--- config.mk ---
export PLATFORM = sky130hd
export DESIGN_NAME = exu_lsu_ctrl
export DESIGN_NICKNAME = d
export VERILOG_FILES = /design/src/rtl/exu_lsu_ctrl.sv
export SDC_FILE = /design/constraint.sdc
export NUM_CORES = 1
export LEC_CHECK = 0
export CORE_AREA = 2 2 152 154
export CTS_BUF_LIST = sky130_fd_sc_hd__clkbuf_8
export DETAILED_ROUTE_END_ITERATION = 6
export DIE_AREA = 0 0 154 156
export GPL_ROUTABILITY_DRIVEN = 0
export PLACE_DENSITY = 0.69
export SYNTH_ARGS = -nofsm -noshare
export SYNTH_HDL_FRONTEND = slang
export SYNTH_SLANG_ARGS = --single-unit
--- constraint.sdc ---
create_clock -name clk -period 1.5 [get_ports clk]
set_input_delay 0.3 -clock clk [delete_from_list [all_inputs] [get_ports clk]]
set_output_delay 0.3 -clock clk [all_outputs]
set_load 0.005 [all_outputs]
--- src/rtl/exu_lsu_ctrl.sv ---
// EXU load/store controller: IDU valid/ready in, WBU valid/ready out, AXI4-Lite style master for memory ops.
// Optional build macro LSU_TIMEOUT_EN adds a per-state watchdog that ends a stalled transaction with err_o.
//
// state   | meaning
// --------+-----------------------------------------------------------
// IDLE    | ready for the next instruction from IDU
// RD_ADDR | AR channel valid, waiting for arready_i
// RD_DATA | R channel ready, waiting for rvalid_i
// WR_REQ  | AW and W valid, each dropped after its own handshake
// WR_RESP | B channel ready, waiting for bvalid_i
// DONE    | result presented to WBU until ready_post_i
module exu_lsu_ctrl #(
    parameter int ADDR_W    = 32,
    parameter int DATA_W    = 64,
    parameter int TIMEOUT_W = 8
) (
    input  logic                clk,
    input  logic                rst,
    input  logic                valid_pre_i,
    output logic                ready_pre_o,
    input  logic                is_load_i,
    input  logic                is_store_i,
    input  logic [ADDR_W-1:0]   addr_i,
    input  logic [DATA_W-1:0]   wdata_i,
    input  logic [DATA_W/8-1:0] wstrb_i,
    output logic                we_o,
    output logic                valid_post_o,
    input  logic                ready_post_i,
    output logic [DATA_W-1:0]   rdata_o,
    output logic                err_o,
    output logic                arvalid_o,
    output logic [ADDR_W-1:0]   araddr_o,
    input  logic                arready_i,
    input  logic                rvalid_i,
    input  logic [DATA_W-1:0]   rdata_i,
    input  logic [1:0]          rresp_i,
    output logic                rready_o,
    output logic                awvalid_o,
    output logic [ADDR_W-1:0]   awaddr_o,
    input  logic                awready_i,
    output logic                wvalid_o,
    output logic [DATA_W-1:0]   wdata_o,
    output logic [DATA_W/8-1:0] wstrb_o,
    input  logic                wready_i,
    input  logic                bvalid_i,
    input  logic [1:0]          bresp_i,
    output logic                bready_o
);
    localparam int STRB_W = DATA_W / 8;

    typedef enum logic [2:0] {
        S_IDLE    = 3'd0,
        S_RD_ADDR = 3'd1,
        S_RD_DATA = 3'd2,
        S_WR_REQ  = 3'd3,
        S_WR_RESP = 3'd4,
        S_DONE    = 3'd5
    } state_t;

    state_t              state_q, state_d;
    logic [ADDR_W-1:0]   addr_q, addr_d;
    logic [DATA_W-1:0]   wdata_q, wdata_d;
    logic [STRB_W-1:0]   wstrb_q, wstrb_d;
    logic [DATA_W-1:0]   rdata_q, rdata_d;
    logic                err_q, err_d;
    logic                aw_done_q, aw_done_d;
    logic                w_done_q, w_done_d;
    logic                timeout;

`ifdef LSU_TIMEOUT_EN
    logic [TIMEOUT_W-1:0] tmo_q, tmo_d;
    logic [TIMEOUT_W-1:0] tmo_inc;
    logic                 busy;

    always_comb begin
        busy    = (state_q == S_RD_ADDR) || (state_q == S_RD_DATA) ||
                  (state_q == S_WR_REQ)  || (state_q == S_WR_RESP);
        tmo_inc = tmo_q + 1'b1;
        timeout = busy && (tmo_inc == {TIMEOUT_W{1'b1}});
        tmo_d   = (!busy || (state_d != state_q)) ? '0 : tmo_inc;
    end

    always_ff @(posedge clk or negedge rst) begin
        if (!rst) tmo_q <= '0;
        else      tmo_q <= tmo_d;
    end
`else
    logic [TIMEOUT_W-1:0] tmo_unused;
    assign tmo_unused = '0;
    assign timeout    = 1'b0;
`endif

    assign ready_pre_o  = (state_q == S_IDLE);
    assign we_o         = valid_pre_i & ready_pre_o;
    assign valid_post_o = (state_q == S_DONE);
    assign arvalid_o    = (state_q == S_RD_ADDR);
    assign araddr_o     = addr_q;
    assign rready_o     = (state_q == S_RD_DATA);
    assign awvalid_o    = (state_q == S_WR_REQ) & ~aw_done_q;
    assign awaddr_o     = addr_q;
    assign wvalid_o     = (state_q == S_WR_REQ) & ~w_done_q;
    assign wdata_o      = wdata_q;
    assign wstrb_o      = wstrb_q;
    assign bready_o     = (state_q == S_WR_RESP);
    assign rdata_o      = rdata_q;
    assign err_o        = err_q;

    always_comb begin
        state_d   = state_q;
        addr_d    = addr_q;
        wdata_d   = wdata_q;
        wstrb_d   = wstrb_q;
        rdata_d   = rdata_q;
        err_d     = err_q;
        aw_done_d = aw_done_q;
        w_done_d  = w_done_q;

        case (state_q)
            S_IDLE: begin
                if (valid_pre_i) begin
                    addr_d    = addr_i;
                    wdata_d   = wdata_i;
                    wstrb_d   = wstrb_i;
                    rdata_d   = '0;
                    err_d     = 1'b0;
                    aw_done_d = 1'b0;
                    w_done_d  = 1'b0;
                    if (is_load_i)       state_d = S_RD_ADDR;
                    else if (is_store_i) state_d = S_WR_REQ;
                    else                 state_d = S_DONE;
                end
            end
            S_RD_ADDR: begin
                if (arready_i) state_d = S_RD_DATA;
            end
            S_RD_DATA: begin
                if (rvalid_i) begin
                    rdata_d = rdata_i;
                    err_d   = |rresp_i;
                    state_d = S_DONE;
                end
            end
            S_WR_REQ: begin
                if (awvalid_o && awready_i) aw_done_d = 1'b1;
                if (wvalid_o && wready_i)   w_done_d  = 1'b1;
                if (aw_done_d && w_done_d)  state_d   = S_WR_RESP;
            end
            S_WR_RESP: begin
                if (bvalid_i) begin
                    err_d   = |bresp_i;
                    state_d = S_DONE;
                end
            end
            S_DONE: begin
                if (ready_post_i) state_d = S_IDLE;
            end
            default: state_d = S_IDLE;
        endcase

        // A handshake completing in the same cycle as the watchdog expiry takes precedence.
        if (timeout && (state_d == state_q)) begin
            err_d   = 1'b1;
            rdata_d = '0;
            state_d = S_DONE;
        end
    end

    always_ff @(posedge clk or negedge rst) begin
        if (!rst) begin
            state_q   <= S_IDLE;
            addr_q    <= '0;
            wdata_q   <= '0;
            wstrb_q   <= '0;
            rdata_q   <= '0;
            err_q     <= 1'b0;
            aw_done_q <= 1'b0;
            w_done_q  <= 1'b0;
        end else begin
            state_q   <= state_d;
            addr_q    <= addr_d;
            wdata_q   <= wdata_d;
            wstrb_q   <= wstrb_d;
            rdata_q   <= rdata_d;
            err_q     <= err_d;
            aw_done_q <= aw_done_d;
            w_done_q  <= w_done_d;
        end
    end

endmodule
# Word level (Yosys, flattened, before mapping)
# Cells that the tools add are included.
[totals] ff_bits=174 latchBits=0 ramBits=0 romBits=0 output_inout_bits=209 wordCells=60 mem_count=0
[classes] add_sub_neg=0 multipliers=0 div_mod_pow=0 magnitude_cmp=0 n_eq_ne=11 shifts=0 mux=22 bitwise=5 reduce_logical=14
[ops] operator="$mux 64" n=2
[ops] operator="$pmux 64 s2" n=1
[ops] operator="$mux 3" n=8
[ops] operator="$pmux 3 s6" n=1
[ops] operator="$mux 1" n=7
[ops] operator="$eq 3x2->1 const B" n=2
[ops] operator="$eq 3x3->1 const B" n=2
[ops] operator="$ne 2x1->1 const B" n=3
[ops] operator="$ne 2x2->1 const B" n=3
[ops] operator="$reduce_and 6->1" n=1
[ops] operator="$pmux 1 s2" n=2
[ops] operator="$reduce_and 2->1" n=2
[ops] operator="$reduce_and 4->1" n=1
[ops] operator="$reduce_bool 2->1" n=2
[ops] operator="$reduce_or 2->1" n=2
[ops] operator="$and 1x1->1" n=3
[ops] operator="$eq 3x1->1 const B" n=1
[ops] operator="$logic_and 1x1->1" n=3
[ops] operator="$logic_not 3->1" n=1
[ops] operator="$pmux 1 s3" n=1
[ops] operator="$reduce_and 3->1" n=1
[ops] operator="$reduce_bool 3->1" n=1
[ops] operator="$not 1->1" n=2

# Depth between registers and ports, before layout
[depth] depth_word=8 depth_mapped=10 depth_no_buf=6

# Worst setup path before layout
# Ideal clock, no wire load.
[synth_path] kind="reg-to-reg" startpoint="register state_q[0]" endpoint="register wdata_q[37] (netlist: wdata_o[37])" t_arrival_ps=1539 required_time_ps=1375 setup_slack_ps=-164 path_stages_with_launch=5 path_cell_list="dfrtp_1 nor4b_4 buf_2 buf_4 mux2_2"
[synth_via] elab_chain_len=2
[synth_rtl] element="start, declared" line="60" text="state_t state_q, state_d;"
[synth_rtl] element="start signal, assigned" line="179" text="state_q <= state_d;"
[synth_rtl] element="$logic_not 3->1" line="118" text="case (state_q)"
[synth_rtl] element="$reduce_and 2->1 (no source line)"
[synth_rtl] element="end signal, assigned" line="181" text="wdata_q <= wdata_d;"
[synth_rtl] element="end, declared" line="62" text="logic [DATA_W-1:0] wdata_q, wdata_d;"
# Every way passes these cells.
# A chain may end at the register's enable or synchronous reset.

# Worst setup path after layout
[layout_path] startpoint="register state_q[2]" endpoint="register wdata_q[35] (netlist: wdata_o[35])"
# Same word-level chain as after synthesis.

==> results.json <==
{
  "relSlewSlack_pct": 79.4,
  "antenna_left": 0,
  "min_period_over_period_pct": 126,
  "fin_hold_ws_ns": 0.271,
  "synth_edf_count": 0,
  "final_cells": 1358,
  "fill_cells": 1875,
  "violations": "negative setup slack",
  "numPortBuffers": 391,
  "rows": 55,
  "clockBufferDepth": 2,
  "yosysWarnings": 0,
  "async_reset_ff_share_pct": 100,
  "fmax_ghz": 0.531,
  "met1Wirelength_um": 9950,
  "critical_path_peak_fanout": 7,
  "wl_met3_um": 1630,
  "crit_start": "state_q[2]$_DFFE_PN0P_",
  "drv_slew": 0,
  "start_util_pct": 31.5,
  "grt_util_all_layers_pct": 19.0,
  "synthTopCellsByCount": "dfrtp_1 (174), nand2_1 (131), mux2_2 (105)",
  "holdCritPathClass": "input pin to asynchronous set/reset pin",
  "ys_types": 31,
  "rsz0062_at_grt": "true",
  "endpoint_kind": "flip-flop",
  "cts_buffers": 17,
  "routed-wl-met2_um": 12800,
  "drtIter0Drc": 282,
  "status": "finished with violations",
  "ys_seq_elements": 174,
  "nNetsFinal": 1242,
  "hold_viol": 0,
  "top_layer": "met4",
  "grt_pass1_vias": 6208,
  "root_buffer": "clkbuf_8",
  "dr_total_vias": 6201,
  "syn-num-nets": 766,
  "critPathKind": "flip-flop to flip-flop",
  "yosysTopAreaCell": "dfrtp_1",
  "layout-drive-gt1-share_pct": 33.6,
  "path_cells": "buf_6, nor4b_4, buf_6, buf_12, buf_12, clkbuf_16, mux2_4",
  "drv_cap": 0,
  "p_leak_nw": 6.31,
  "h-tree-depth": 4,
  "required_ns": 1.85,
  "clk_pin_slew_worst_paths_ns": 0.10,
  "peakVddDrop_mv": 0.843,
  "ios": 392,
  "antenna_found_initial": 1,
  "fin_skew_ns": 0.00972,
  "fp.dieH_um": 156,
  "slowest_delay_ns": 0.43,
  "cp.buffers_inverters": 5,
  "place_inst": 1237,
  "layout_min_cycle_time_ns": 1.88,
  "yosysSeqAreaShare_pct": 61.7,
  "viasPerCell": 4.57,
  "startpoint_type": "flip-flop",
  "dr.pass1.iters": 4,
  "wl_per_cell_um": 18.3,
  "cp_slowest_cell": "dfrtp_1",
  "clk_latency_ns": 0.46,
  "ys_top_cells_by_area": "dfrtp_1 (62%), mux2_2 (17%), nand2_1 (7.0%)",
  "setup_violations": 182,
  "avgSynthCellArea_um2": 12.1,
  "area_growth_pct": 87.6,
  "synth_top_area_share_pct": 61.7,
  "tritoncts": "yes",
  "grt_pass1_wl_um": 35400,
  "drc": 0,
  "r2r-start": "state_q[2]$_DFFE_PN0P_",
  "drt_wl_total_um": 24900,
  "grt_overflow": 0,
  "dieArea_um2": 24000,
  "crit_family": "buffers and inverters",
  "syn-cell-area_um2": 7050,
  "die_x_um": 154,
  "cp.arrival_ns": 2.23,
  "cts.sinks": 174,
  "core_area_um2": 22400,
  "hpwl_um": 16500,
  "syn_inst": 583,
  "fin_ws_ns": -0.383,
  "synth_most_common_cell": "dfrtp_1",
  "grt_max_degree": 54,
  "ys_dominant_reg_cell": "dfrtp_1",
  "powerDensity_nw_per_um2": 1810,
  "tightest_slew_ns": 0.309
}
## cell usage in the layout (no fill, tap or decap), types with 5 or more instances in the layout
| cell | count |
|---|---|
| o21ai_2 | 16 |
| clkbuf_16 | 13 |
| buf_12 | 19 |
| clkbuf_8 | 17 |
| nand2_2 | 20 |
| mux2_4 | 98 |
| buf_8 | 9 |
| buf_2 | 7 |
| clkdlybuf4s50_1 | 181 |
| o21ai_1 | 48 |
| mux2_2 | 7 |
| clkbuf_2 | 24 |
| inv_8 | 5 |
| nand2_1 | 106 |
| dfrtp_1 | 172 |
| o21ai_0 | 10 |
| buf_4 | 62 |
| dlygate4sd2_1 | 154 |
| clkdlybuf4s15_1 | 21 |
| buf_6 | 30 |
| nand2_4 | 5 |
## layer usage
layer | track usage [%] | vias to the layer above
met4 | 6.72 | 0
met2 | 33.0 | 228
met3 | 5.00 | 29
li1 | - | 2873
met5 | 0 | -
met1 | 22.7 | 3071
## final timing paths
kind	endpoint	slack, ns	cells after the start
min in group clk	rdata_o[6]$_DFFE_PN0P_	0.37	3
min	wdata_o[1]$_DFFE_PN0P_	0.27	2
max reg2reg	wdata_o[35]$_DFFE_PN0P_	-0.38	7
max in group asynchronous	state_q[1]$_DFFE_PN0P_	0.61	3
min reg2reg	rdata_o[38]$_DFFE_PN0P_	0.48	2
max	wdata_o[35]$_DFFE_PN0P_	-0.38	7
## power by group
part           internal (W)  switching [W]
Sequential          0.00661        0.00117
Combinational       0.00808        0.00460
Clock               0.00141        0.00202
## worst reg2reg max path: cells and delay by family, from the launching register on
family | cells | cell delay (ns)
flip-flops | 1 | 0.43
AND/OR/NAND/NOR | 1 | 0.27
buffers and inverters | 5 | 0.77
multiplexers | 1 | 0.30
## cells by family (layout without fill, tap and decap cells)
| family | after synthesis | in the layout | synth area share [%] |
|---|---|---|---|
| flops | 174 | 174 | 61.7 |
| simple gates | 147 | 147 | 8.50 |
| mux | 107 | 107 | 17.0 |
| compound gates | 83 | 83 | 6.12 |
| buf+inv | 72 | 561 | 6.60 |
| other cells | 0 | 1 | 0 |
## flip-flops by register name, indices dropped and copies added (netlist names)
signal,count
rdata_o,64
wdata_o,64
araddr_o,32
wstrb_o,8
state_q,3
aw_done_q,1
err_o,1
w_done_q,1
## through the flow
step / total power (W) / worst slack [ns] / setup TNS, ns / instance area [µm²] / util, %
2_1_floorplan: 0.0118 / -0.0850 / -5.98 / 7090 / -
3_3_place_gp: 0.0179 / -0.572 / -82.30 / 11400 / 51.0
3_5_place_dp: 0.0181 / -0.574 / -83.76 / 11400 / 51.0
4_1_cts: 0.0217 / -0.398 / -60.53 / 12300 / 55.2
5_1_grt: 0.0252 / -0.447 / -68.76 / 13200 / 59.2
6_report: 0.0239 / -0.383 / -58.53 / 13200 / 59.2
## timing repair
item / in CTS / in global routing
hold endpoints to repair: 55 / 0
hold buffers: 1 / 0
pin swaps: 6 / 18
setup buffers: 51 / 23
endpoints found under the setup margin: 380 / 226
gates resized for setup: 344 / 248
cloned: 3 / 13
## final cells by class
cell class                      count  area (µm²)  area share [%]
Timing Repair Buffer              524        5270            39.8
Multi-Input combinational cell    337        2820            21.3
Clock buffer                       17         234            1.77
Tap cell                          285         357            2.70
Inverter                            5        21.3           0.161
Clock inverter                     15         174            1.31
Antenna cell                        1        2.50          0.0189
Sequential cell                   174        4360            32.9
(Power assumes the default switching activity.)
